--- config.mk ---
export PLATFORM = sky130hd
export DESIGN_NAME = jk_excite_ctrl
export DESIGN_NICKNAME = d
export VERILOG_FILES = /design/src/rtl/jk_excite_ctrl_pkg.sv /design/src/rtl/jk_excite_ctrl_bit.sv /design/src/rtl/jk_excite_ctrl.sv
export SDC_FILE = /design/constraint.sdc
export NUM_CORES = 1
export LEC_CHECK = 0
export ABC_AREA = 1
export CAP_MARGIN = 10
export CORE_MARGIN = 4
export CORE_UTILIZATION = 45
export DETAILED_ROUTE_END_ITERATION = 10
export PLACE_DENSITY = 0.79
export SLEW_MARGIN = 20
export SYNTH_ARGS = -nofsm -noshare
export SYNTH_HDL_FRONTEND = slang
export SYNTH_SLANG_ARGS = --single-unit
--- constraint.sdc ---
create_clock -name CLK -period 2.05 [get_ports CLK]
set_clock_uncertainty 0.1 [all_clocks]
set_input_delay 0.41 -clock CLK [delete_from_list [all_inputs] [get_ports CLK]]
set_output_delay 0.41 -clock CLK [all_outputs]
set_load 0.02 [all_outputs]
--- src/rtl/jk_excite_ctrl_pkg.sv ---
// rtl/jk_excite_ctrl_pkg.sv - state encodings and op codes for the JK excitation driver
package jk_excite_ctrl_pkg;

    typedef enum logic [2:0] {
        ST_IDLE   = 3'd0,
        ST_APPLY  = 3'd1,
        ST_VERIFY = 3'd2,
        ST_DONE   = 3'd3,
        ST_ERROR  = 3'd4
    } state_e;

    localparam logic [1:0] OP_LOAD = 2'd0;
    localparam logic [1:0] OP_UP   = 2'd1;
    localparam logic [1:0] OP_DOWN = 2'd2;

endpackage

--- src/rtl/jk_excite_ctrl_bit.sv ---
// rtl/jk_excite_ctrl_bit.sv - JK excitation for one flip-flop (current q -> target)
module jk_excite_ctrl_bit #(
    parameter int DC_MODE = 0
) (
    input  logic q_i,
    input  logic tgt_i,
    output logic j_o,
    output logic k_o
);

    // Toggle form fills both don't-cares with the change bit; exact form leaves them 0.
    if (DC_MODE == 1) begin : g_toggle
        assign j_o = tgt_i ^ q_i;
        assign k_o = tgt_i ^ q_i;
    end else begin : g_exact
        assign j_o = tgt_i & ~q_i;
        assign k_o = ~tgt_i & q_i;
    end

endmodule

--- src/rtl/jk_excite_ctrl.sv ---
// rtl/jk_excite_ctrl.sv - closed-loop J/K driver with readback verify for a bank of JK flip-flops
module jk_excite_ctrl
    import jk_excite_ctrl_pkg::*;
#(
    parameter int W       = 4,
    parameter int DC_MODE = 0
) (
    input  logic         CLK,
    input  logic         RST_n,
    input  logic         cmd_valid,
    output logic         cmd_ready,
    input  logic [1:0]   cmd_op,
    input  logic [W-1:0] cmd_arg,
    input  logic [W-1:0] q_in,
    input  logic [W-1:0] qn_in,
    output logic [W-1:0] j_o,
    output logic [W-1:0] k_o,
    output logic         busy,
    output logic         done,
    output logic         err,
    output logic [W-1:0] err_bits,
    input  logic         err_clr
);

    state_e       state_q, state_d;
    logic [W-1:0] j_q, j_d, k_q, k_d;
    logic [W-1:0] exp_q, exp_d;
    logic [W-1:0] steps_q, steps_d;
    logic [1:0]   op_q, op_d;
    logic         err_q, err_d;
    logic [W-1:0] err_bits_q, err_bits_d;

    logic [1:0]   op_sel;
    logic [W-1:0] tgt, jn, kn, fault;
    logic         is_count;

    // In VERIFY the next count target comes from the latched op, never the live inputs.
    assign op_sel   = (state_q == ST_IDLE) ? cmd_op : op_q;
    assign is_count = (cmd_op == OP_UP) || (cmd_op == OP_DOWN);

    always_comb begin
        case (op_sel)
            OP_UP:   tgt = q_in + W'(1);
            OP_DOWN: tgt = q_in - W'(1);
            default: tgt = cmd_arg;
        endcase
    end

    for (genvar i = 0; i < W; i++) begin : g_bit
        jk_excite_ctrl_bit #(.DC_MODE(DC_MODE)) u_bit (
            .q_i   (q_in[i]),
            .tgt_i (tgt[i]),
            .j_o   (jn[i]),
            .k_o   (kn[i])
        );
    end

    // A bit is bad if it missed its target or its complementary outputs agree.
    assign fault = (q_in ^ exp_q) | ~(q_in ^ qn_in);

    always_comb begin
        state_d    = state_q;
        j_d        = '0;
        k_d        = '0;
        exp_d      = exp_q;
        steps_d    = steps_q;
        op_d       = op_q;
        err_d      = err_q;
        err_bits_d = err_bits_q;
        case (state_q)
            ST_IDLE: begin
                if (cmd_valid) begin
                    op_d    = cmd_op;
                    steps_d = is_count ? cmd_arg : W'(1);
                    if (is_count && (cmd_arg == '0)) begin
                        state_d = ST_DONE;
                    end else begin
                        j_d     = jn;
                        k_d     = kn;
                        exp_d   = tgt;
                        state_d = ST_APPLY;
                    end
                end
            end
            ST_APPLY: state_d = ST_VERIFY;
            ST_VERIFY: begin
                if (|fault) begin
                    err_d      = 1'b1;
                    err_bits_d = fault;
                    state_d    = ST_ERROR;
                end else if (steps_q > W'(1)) begin
                    steps_d = steps_q - W'(1);
                    j_d     = jn;
                    k_d     = kn;
                    exp_d   = tgt;
                    state_d = ST_APPLY;
                end else begin
                    state_d = ST_DONE;
                end
            end
            ST_DONE: state_d = ST_IDLE;
            ST_ERROR: begin
                if (err_clr) begin
                    err_d      = 1'b0;
                    err_bits_d = '0;
                    state_d    = ST_IDLE;
                end
            end
            default: state_d = ST_IDLE;
        endcase
    end

    always_ff @(posedge CLK or negedge RST_n) begin
        if (!RST_n) begin
            state_q    <= ST_IDLE;
            j_q        <= '0;
            k_q        <= '0;
            exp_q      <= '0;
            steps_q    <= '0;
            op_q       <= OP_LOAD;
            err_q      <= 1'b0;
            err_bits_q <= '0;
        end else begin
            state_q    <= state_d;
            j_q        <= j_d;
            k_q        <= k_d;
            exp_q      <= exp_d;
            steps_q    <= steps_d;
            op_q       <= op_d;
            err_q      <= err_d;
            err_bits_q <= err_bits_d;
        end
    end

    assign cmd_ready = (state_q == ST_IDLE);
    assign busy      = (state_q == ST_APPLY) || (state_q == ST_VERIFY);
    assign done      = (state_q == ST_DONE);
    assign j_o       = j_q;
    assign k_o       = k_q;
    assign err       = err_q;
    assign err_bits  = err_bits_q;

endmodule

==> results, run 1 <==
- The run finished, with violations left.
- The final reports fail on negative setup slack.
- The maximum fanout along the worst path is 4.
- The count of unresolved DRC violations after routing is 0.
- The buffer depth of the longest clock path is 2.
- The distinct cell type count after synthesis is 25.
- The actual transition at the worst max-transition pin is 0.338 ns.
- Of the post-synthesis cell area, the dominant cell type holds 0.423.
- The summed instance area of the synthesized netlist is about 0.0015 mm².
- The global-route wire length before repair is 6220 µm.
- Averaged over all synthesized cells, the footprint is between 7 and 8 µm².
- In this run the power density over the cells is 1590 mW/mm².
- The number of antenna violations at the first check in global routing is 0.
- Of the synthesized area, sequential elements account for 0.423.
- Summing all placed instances gives a cell area of 0.00211 mm².
- The clock buffer count from CTS is 3.
- After synthesis, the share of cell area in mux cells is 0.
- The number of max-slew violations in the final report is 0.
- The worst setup margin is -0.0990 ns.
- The complex-gate fraction of the synthesized area is 0.0847.
- The count of buffers added on input and output ports is 33.
- For the final routed database, the setup TNS stands at -0.299 ns.
- The highest-delay cell along the critical path is sky130_fd_sc_hd__dfrtp_1.
- The number of fill cells in the layout is 275.
- The number of antenna diodes in the final layout is 0.
- Routability-driven placement finished with a final weighted congestion of 0.804.
- The clock insertion delay at the later pin of the skew report is 0.33 ns.
- The number of cells on the critical path is 17.
- The CTS sink count is 26.
- The number of synthesized register bits is 26.
- The arrival time reported for the critical path endpoint is 2.31 ns.
- In this run the worst hold path is classified as input pin to asynchronous set/reset pin.
- The post-detailed-route wirelength per cell is between 10 and 15 µm.
- Of the total synthesized cell area, the portion taken by XOR and XNOR cells is 0.0285.
- Pin placement for this block handled 34 I/O pins.
- Across the run, the number of max-cap violations was 0.
- Summed over all cells, the static leakage comes to 1.15 nW.
- The maximum number of pins on one net before global-route repair is 27.
- The horizontal die dimension is 66.4 µm.
- The final instance area is 0.00226 mm².
- The number of synthesis warnings is 0.
- The count of nets left with antenna violations after detail routing is 0.
- The number of standard cells in the final layout excluding fillers is roughly 320.
- The signal on the critical path passes through inv_2, nand2_4, nor2_4, inv_2, nand2_1, o21ai_4, ha_4, nand2_2, inv_2, nor2_2, ha_4, a21oi_2, xnor2_1, nand2_1, nand2_1, nand2_1, nor2_1.
- The height of the die is approximately 66 µm.
- The final worst-path cycle share is 1.05.
- The growth of design area from synthesis to finish is 47.1%.
- After clock tree synthesis, the clock-pin slew on the worst setup and hold paths is roughly 0.14 ns.
- The required time of the worst setup path is 2.21 ns.
- The worst setup path is launched from a register.
- The overall global routing resource usage is 0.181.
- After synthesis, the largest family of logic cells by area is simple AND/OR/NAND/NOR gates.
- The fraction of final layout cells sized beyond drive strength 1 is 0.235.
- The total nets after synthesis is ~240.
- The worst setup path is captured at a register.
- The maximum ir drop on the vdd rail is 0.000681 V.
- The logic depth of the worst register-to-register path is 17.
- After detailed routing, the number of vias per cell comes to 4.80.
- Setup repair after global routing could not meet its margin everywhere.
- The critical path is of the register to register type.
- The depth of the CTS H-tree is 1.
- The initial utilization of the core area, before any placement, comes to 0.487.
- The count of final hold-check violations came to 0.
- The sum of routed wire length over all layers is approximately 3600 µm.
- The number of nets in the finished design is 301.
- The first detailed-routing pass ran for 4 iterations.
- The simple-gate area share of the yosys netlist is 0.344.
- The total grt overflow is 0.
- For this run, the slowest stage of the critical path takes 0.42 ns.
- The wire-length estimate of the detail-placed layout is 2740 µm.
- The number of buffers and inverters on the critical path is 3.
- By area the synthesized netlist is led by sky130_fd_sc_hd__dfrtp_1, sky130_fd_sc_hd__nand2_1, sky130_fd_sc_hd__inv_1.
- The adder-cell share of the synthesized area is 0.0407.
- The number of violations reported at the end of detailed-routing iteration 0 is 63.
- The CTS tree is yes.
- The relative slew slack is 0.773.
- Across all layers, the routed design uses 1,541 vias.
- The count of standard-cell rows is 20.
- The count of mapped cells out of synthesis is around 210.
- The count of hold-fix buffers inserted at cts is 0.
- Setup violations remaining at the end of the flow were counted as 7.
- The placed instance count is roughly 310.
- The top cell family by delay on the critical path is simple AND/OR/NAND/NOR gates.
- Static timing analysis puts the maximum clock frequency at 0.465 GHz.
- The CTS root buffer is sky130_fd_sc_hd__clkbuf_4.
- The die area is 0.00441 mm².
- The total area inside the core boundary comes to 0.00315 mm².
- Counting stages on the worst path, the most repeated cell is sky130_fd_sc_hd__nand2_1.
- The via count of the first global-routing pass is 1,467.
- The shortest clock period the worst path allows after layout is 2.15 ns.
- The cell taking the most area after synthesis is sky130_fd_sc_hd__dfrtp_1.
-- stage by stage --
stage / total power, mW / utilization / hold slack [ns] / setup slack [ns]
global placement: 2.91 / 0.668 / 0.353 / -0.365
finish: 3.59 / 0.717 / 0.328 / -0.0990
detailed placement: 2.96 / 0.668 / 0.366 / -0.399
CTS: 3.53 / 0.709 / 0.340 / -0.0647
floorplan: 2.18 / - / 0.0144 / -0.119
global route: 3.93 / 0.717 / 0.348 / -0.290
-- Yosys cell counts --
| library cell | count |
|---|---|
| sky130_fd_sc_hd__dfrtp_1 | 26 |
| sky130_fd_sc_hd__ha_1 | 5 |
| sky130_fd_sc_hd__nand4_1 | 4 |
| sky130_fd_sc_hd__o21ai_1 | 14 |
| sky130_fd_sc_hd__or2_2 | 1 |
| sky130_fd_sc_hd__nor2_2 | 1 |
| sky130_fd_sc_hd__nand3_1 | 9 |
| sky130_fd_sc_hd__inv_1 | 20 |
| sky130_fd_sc_hd__nor2_4 | 2 |
| sky130_fd_sc_hd__clkinv_1 | 1 |
| sky130_fd_sc_hd__xor2_1 | 2 |
| sky130_fd_sc_hd__nand2_1 | 77 |
| sky130_fd_sc_hd__nor2_1 | 16 |
| sky130_fd_sc_hd__nand3_4 | 1 |
| sky130_fd_sc_hd__a31oi_1 | 2 |
| sky130_fd_sc_hd__o211ai_1 | 1 |
| sky130_fd_sc_hd__a21oi_1 | 4 |
| sky130_fd_sc_hd__nand2_4 | 1 |
| sky130_fd_sc_hd__inv_2 | 9 |
| sky130_fd_sc_hd__nor3_1 | 3 |
| sky130_fd_sc_hd__xnor2_1 | 3 |
| sky130_fd_sc_hd__buf_4 | 1 |
| sky130_fd_sc_hd__nand2_2 | 3 |
| sky130_fd_sc_hd__or2_1 | 2 |
| sky130_fd_sc_hd__o21ai_0 | 4 |
-- power by group --
part / switching, mW / total, mW / leakage (nW) / internal [mW]
logic: 1.31 / 2.40 / 0.784 / 1.09
registers: 0.117 / 0.841 / 0.338 / 0.724
clock network: 0.154 / 0.352 / 0.0279 / 0.198
total: 1.58 / 3.59 / 1.15 / 2.01
-- registers in the layout, indices dropped and copies added, names as in the netlist --
signal and flops:
k_o 4, err 1, j_o 4, steps_q 4, state_q 3, err_bits 4
exp_q 4, op_q 2
-- final timing paths --
path | startpoint | to | slack (ns)
worst min register to register | err_bits[0] | err_bits[0] | 0.39
max in group asynchronous | RST_n | state_q[2] | 1.28
worst min-delay path | RST_n | k_o[1] | 0.33
min in group CLK | err_bits[0] | err_bits[0] | 0.39
worst max-delay path | state_q[2] | j_o[2] | -0.1
worst max register to register | state_q[2] | j_o[2] | -0.1
-- logic make-up (layout without fill, tap and decap cells) --
logic type / count (synthesis) / count (layout)
buffers and inverters: 31 / 96
AO/OA/AOI/OAI: 25 / 25
XOR/XNOR: 5 / 5
adder cells (fa/ha/maj): 5 / 5
AND/OR/NAND/NOR: 120 / 120
flip-flops: 26 / 26
-- layout by cell type, fill, tap and decap left out --
| master | n |
|---|---|
| sky130_fd_sc_hd__a21oi_1 | 3 |
| sky130_fd_sc_hd__a21oi_2 | 1 |
| sky130_fd_sc_hd__a31oi_1 | 2 |
| sky130_fd_sc_hd__buf_4 | 30 |
| sky130_fd_sc_hd__bufinv_16 | 1 |
| sky130_fd_sc_hd__clkbuf_4 | 3 |
| sky130_fd_sc_hd__clkdlybuf4s15_1 | 1 |
| sky130_fd_sc_hd__clkdlybuf4s50_1 | 30 |
| sky130_fd_sc_hd__clkinv_1 | 1 |
| sky130_fd_sc_hd__dfrtp_1 | 26 |
| sky130_fd_sc_hd__dlygate4sd2_1 | 1 |
| sky130_fd_sc_hd__ha_1 | 2 |
| sky130_fd_sc_hd__ha_4 | 3 |
| sky130_fd_sc_hd__inv_1 | 19 |
| sky130_fd_sc_hd__inv_2 | 10 |
| sky130_fd_sc_hd__nand2_1 | 76 |
| sky130_fd_sc_hd__nand2_2 | 3 |
| sky130_fd_sc_hd__nand2_4 | 2 |
| sky130_fd_sc_hd__nand3_1 | 8 |
| sky130_fd_sc_hd__nand3_2 | 1 |
| sky130_fd_sc_hd__nand3_4 | 1 |
| sky130_fd_sc_hd__nand4_1 | 4 |
| sky130_fd_sc_hd__nor2_1 | 13 |
| sky130_fd_sc_hd__nor2_2 | 4 |
| sky130_fd_sc_hd__nor2_4 | 2 |
| sky130_fd_sc_hd__nor3_1 | 3 |
| sky130_fd_sc_hd__o211ai_1 | 1 |
| sky130_fd_sc_hd__o21ai_0 | 3 |
| sky130_fd_sc_hd__o21ai_1 | 12 |
| sky130_fd_sc_hd__o21ai_2 | 2 |
| sky130_fd_sc_hd__o21ai_4 | 1 |
| sky130_fd_sc_hd__or2_1 | 2 |
| sky130_fd_sc_hd__or2_2 | 1 |
| sky130_fd_sc_hd__xnor2_1 | 3 |
| sky130_fd_sc_hd__xor2_1 | 2 |
-- layout make-up --
| class | instances | area (µm²) | share of cell area |
|---|---|---|---|
| Clock inverter | 1 | 30.0 | 0.0133 |
| Multi-Input combinational cell | 155 | 846 | 0.374 |
| Inverter | 30 | 113 | 0.0498 |
| Tap cell | 44 | 55.1 | 0.0243 |
| Timing Repair Buffer | 62 | 544 | 0.241 |
| Clock buffer | 3 | 22.5 | 0.00996 |
| Sequential cell | 26 | 651 | 0.288 |
-- metal layers --
layer	wire length [µm]	track usage	share of wire
met1	1590	0.221	0.44
met3	150	0.0289	0.042
met4	38	0.0457	0.011
met2	1800	0.328	0.50
met5	0	0	0
-- what timing repair did --
action,4_1_cts,5_1_grt
setup endpoints to repair,13,13
resized for setup,17,6
pin swaps,8,1
setup buffers,3,2
Note: power is estimated with default switching activity, not from simulation.
==> run 2, diff against run 1 <==
--- a/config.mk
+++ b/config.mk
@@ -7,10 +7,10 @@
 export LEC_CHECK = 0
 export ABC_AREA = 1
 export CAP_MARGIN = 10
-export CORE_MARGIN = 4
 export CORE_UTILIZATION = 45
 export DETAILED_ROUTE_END_ITERATION = 10
 export PLACE_DENSITY = 0.79
+export REMOVE_ABC_BUFFERS = 1
 export SLEW_MARGIN = 20
 export SYNTH_ARGS = -nofsm -noshare
 export SYNTH_HDL_FRONTEND = slang
==> run 2 against run 1 <==
Compared with the run above:
- the run still ends with negative setup slack left
- worst hold slack got worse by 0.013 ns
- first-iteration DRC count fell by 14%
- power rose by 3.8%
- utilization rose by 0.71 points
- clock power rose by 3%
- critical endpoint is now exp_q[3]
- largest cell class unchanged
- largest power group unchanged
==> results, run 2 (synthesis gave the netlist of run 1 again) <==
- The flow ran to the end, but the final reports show violations.
- The checks that failed: negative setup slack.
- Port buffering added 33 buffers.
- The floorplan step set the die height to 60.4 µm.
- The pre-CTS setup slack is -0.485 ns.
- The shortest clock period the worst path allows after layout is 2.28 ns.
- Walking the worst path, the cells encountered are inv_2, nand2_4, nor2_4, inv_2, nand2_2, o21ai_4, ha_4, buf_4, inv_1, nand2_1, nand2_1, nand3_2, nand2_1, nand2_1, nand3_1, nand2_1, nand2_1, nand2_1.
- The final worst-path cycle share is 1.11.
- STA classifies the critical path startpoint as a register.
- The top cell family by delay on the critical path is simple AND/OR/NAND/NOR gates.
- The CTS tree is yes.
- The horizontal die dimension is 60.4 µm.
- The first global-routing pass estimated 6210 µm of wire.
- The die covers about 0.0037 mm².
- The count of maximum capacitance violations is 0.
- The analysis attributes to cell leakage a power of 1.16 nW.
- The area of the core region is 0.00315 mm².
- The number of violations reported at the end of detailed-routing iteration 0 is 54.
- Data on the critical path arrives at its endpoint at ~2.4 ns.
- The final layout contains routed wiring with a total length of 4010 µm.
- The routability congestion estimate from global placement is 0.843.
- The via count of the first global-routing pass is 1,449.
- Of the cells placed in the final design, the portion with a size suffix greater than 1 is 0.253.
- The largest stage delay on the critical path is around 0.42 ns.
- Measured in cells, the most critical reg-to-reg path has a length of 18.
- Setup repair after global routing could not meet its margin everywhere.
- In the final layout, the multi-input gates occupy 876 µm².
- The clock insertion delay at the later pin of the skew report is approximately 0.33 ns.
- The first TritonRoute pass finished after 4 iterations.
- The library cell used most frequently in the layout, excluding fill and tap cells, is sky130_fd_sc_hd__nand2_1.
- The post-detailed-route wirelength per cell is roughly 13 µm.
- The number of antenna violations at the first check in global routing is 0.
- The tree is rooted in a sky130_fd_sc_hd__clkbuf_4.
- Once detailed placement completed, the half-perimeter wirelength came to 2620 µm.
- The count of final hold-check violations is 0.
- Setup violations remaining at the end of the flow were counted as 9.
- The final standard cell utilization of the core is 0.724.
- Counting both buffers and inverters, the worst setup path holds a total of 4.
- The growth of design area from synthesis to finish is 48.6%.
- The number of clock buffers added by TritonCTS is 3.
- The worst setup path is captured at a register.
- The total grt overflow is 0.
- 34 I/O pins were placed.
- In the routed design, unresolved DRC markers number 0.
- The total power divided by cell area is 1630 mW/mm².
- Final hold analysis gives a worst-case slack of 0.315 ns.
- The routed via count divided by cell count is 4.91.
- After clock tree synthesis, the clock-pin slew on the worst setup and hold paths is 0.15 ns.
- In the global route stage, overall resource usage came out at 0.227.
- For this run, the top clock speed supported by timing is 0.438 GHz.
- The type of the worst setup path is register to register.
- On the critical path, the stage with the largest delay is an instance of sky130_fd_sc_hd__dfrtp_1.
- The detail route stage leaves a number of antenna-violating nets equal to 0.
- The count of standard-cell rows is 20.
- The number of max-slew violations in the final report came to 0.
- Counting buffers and inverters, the worst setup path is 18 cells deep.
- Setup slack on the worst reg-to-reg path comes out at -0.23 ns.
- For the pin with the worst max-slew slack, the measured transition is 0.376 ns.
- The register area is approximately 650 µm².
- Leaving out fill and tap cells, the most frequent cells in the layout are sky130_fd_sc_hd__nand2_1, sky130_fd_sc_hd__clkdlybuf4s50_1, sky130_fd_sc_hd__buf_4.
- The maximum fanout along the worst path is 4.
- CTS built an H-tree with a depth of 1.
- The detailed router placed 1,576 vias in this run.
- The cell occurring most often along the worst timing path is sky130_fd_sc_hd__nand2_1.
- The worst setup margin is -0.234 ns.
- The worst hold path class is input pin to asynchronous set/reset pin.
- The maximum ir drop on the vdd rail is approximately 0.00081 V.
- Entering global routing, the biggest net connects 27 pins.
- Data on the critical path is required at its endpoint by 2.19 ns.
- The cell area reported after detailed placement is 0.00209 mm².
- Headroom to the max-slew limit came out at 0.748.
- The number of fill cells in the layout is 258.
- With fillers left out, the area of the finished cells amounts to 0.00228 mm².
- The final layout contains 301 nets.
- The CTS sink count is 26.
- The initial core utilization is 0.487.
- The number of antenna diodes in the final layout is 0.
- The buffer depth of the longest clock path is 2.
run 2: changes by cell type in the layout (fill, tap and decap cells not counted), moves of 2 or more:
cell	previous run	this run
sky130_fd_sc_hd__nand2_1	76	74
sky130_fd_sc_hd__nor2_2	4	1
sky130_fd_sc_hd__nor2_4	2	4
sky130_fd_sc_hd__o21ai_0	3	1
sky130_fd_sc_hd__o21ai_2	2	4
run 2: through the flow:
step	std cells	total power [mW]	TNS, ns
detailed placement	312	2.93	-4.33
global route	321	4.02	-2.53
global placement	312	2.88	-3.51
CTS	320	3.49	-0.542
finish	321	3.73	-1.14
floorplan	211	2.14	-0.678
run 2: what timing repair did:
action                                  CTS  global route
setup buffers                             4             1
endpoints found under the setup margin   12            13
endpoints found under the hold margin     0             0
pin swaps                                11            11
resized for setup                        19            17
hold buffers                              0             0
run 2: worst paths after layout:
| check | endpoint | start |
|---|---|---|
| setup / recovery | exp_q[3] | state_q[0] |
| hold / removal | steps_q[2] | RST_n |
| setup reg to reg | exp_q[3] | state_q[0] |
| hold reg to reg | err_bits[3] | err_bits[3] |
| max in group asynchronous | j_o[3] | RST_n |
| min in group CLK | err_bits[3] | err_bits[3] |
run 2: power by group:
group          internal, mW  leakage [nW]  switching (mW)
clock network         0.198        0.0279           0.166
logic                  1.10         0.798            1.42
registers             0.724         0.338           0.115
run 2: layer usage:
layer / vias to the layer above / wire (µm) / part of all wire / track usage
li1: 801 / - / - / -
met1: 720 / 1720 / 0.43 / 0.295
met2: 43 / 2020 / 0.50 / 0.389
met3: 12 / 155 / 0.039 / 0.0277
met4: 0 / 109 / 0.027 / 0.0812
met5: - / 0 / 0 / 0
run 2: cell type report:
cell class	instances	share of cell area
Multi-Input combinational cell	155	0.384
Sequential cell	26	0.285
Timing Repair Buffer	62	0.235
Inverter	30	0.0493
Tap cell	44	0.0241
Clock inverter	1	0.0132
Clock buffer	3	0.00986
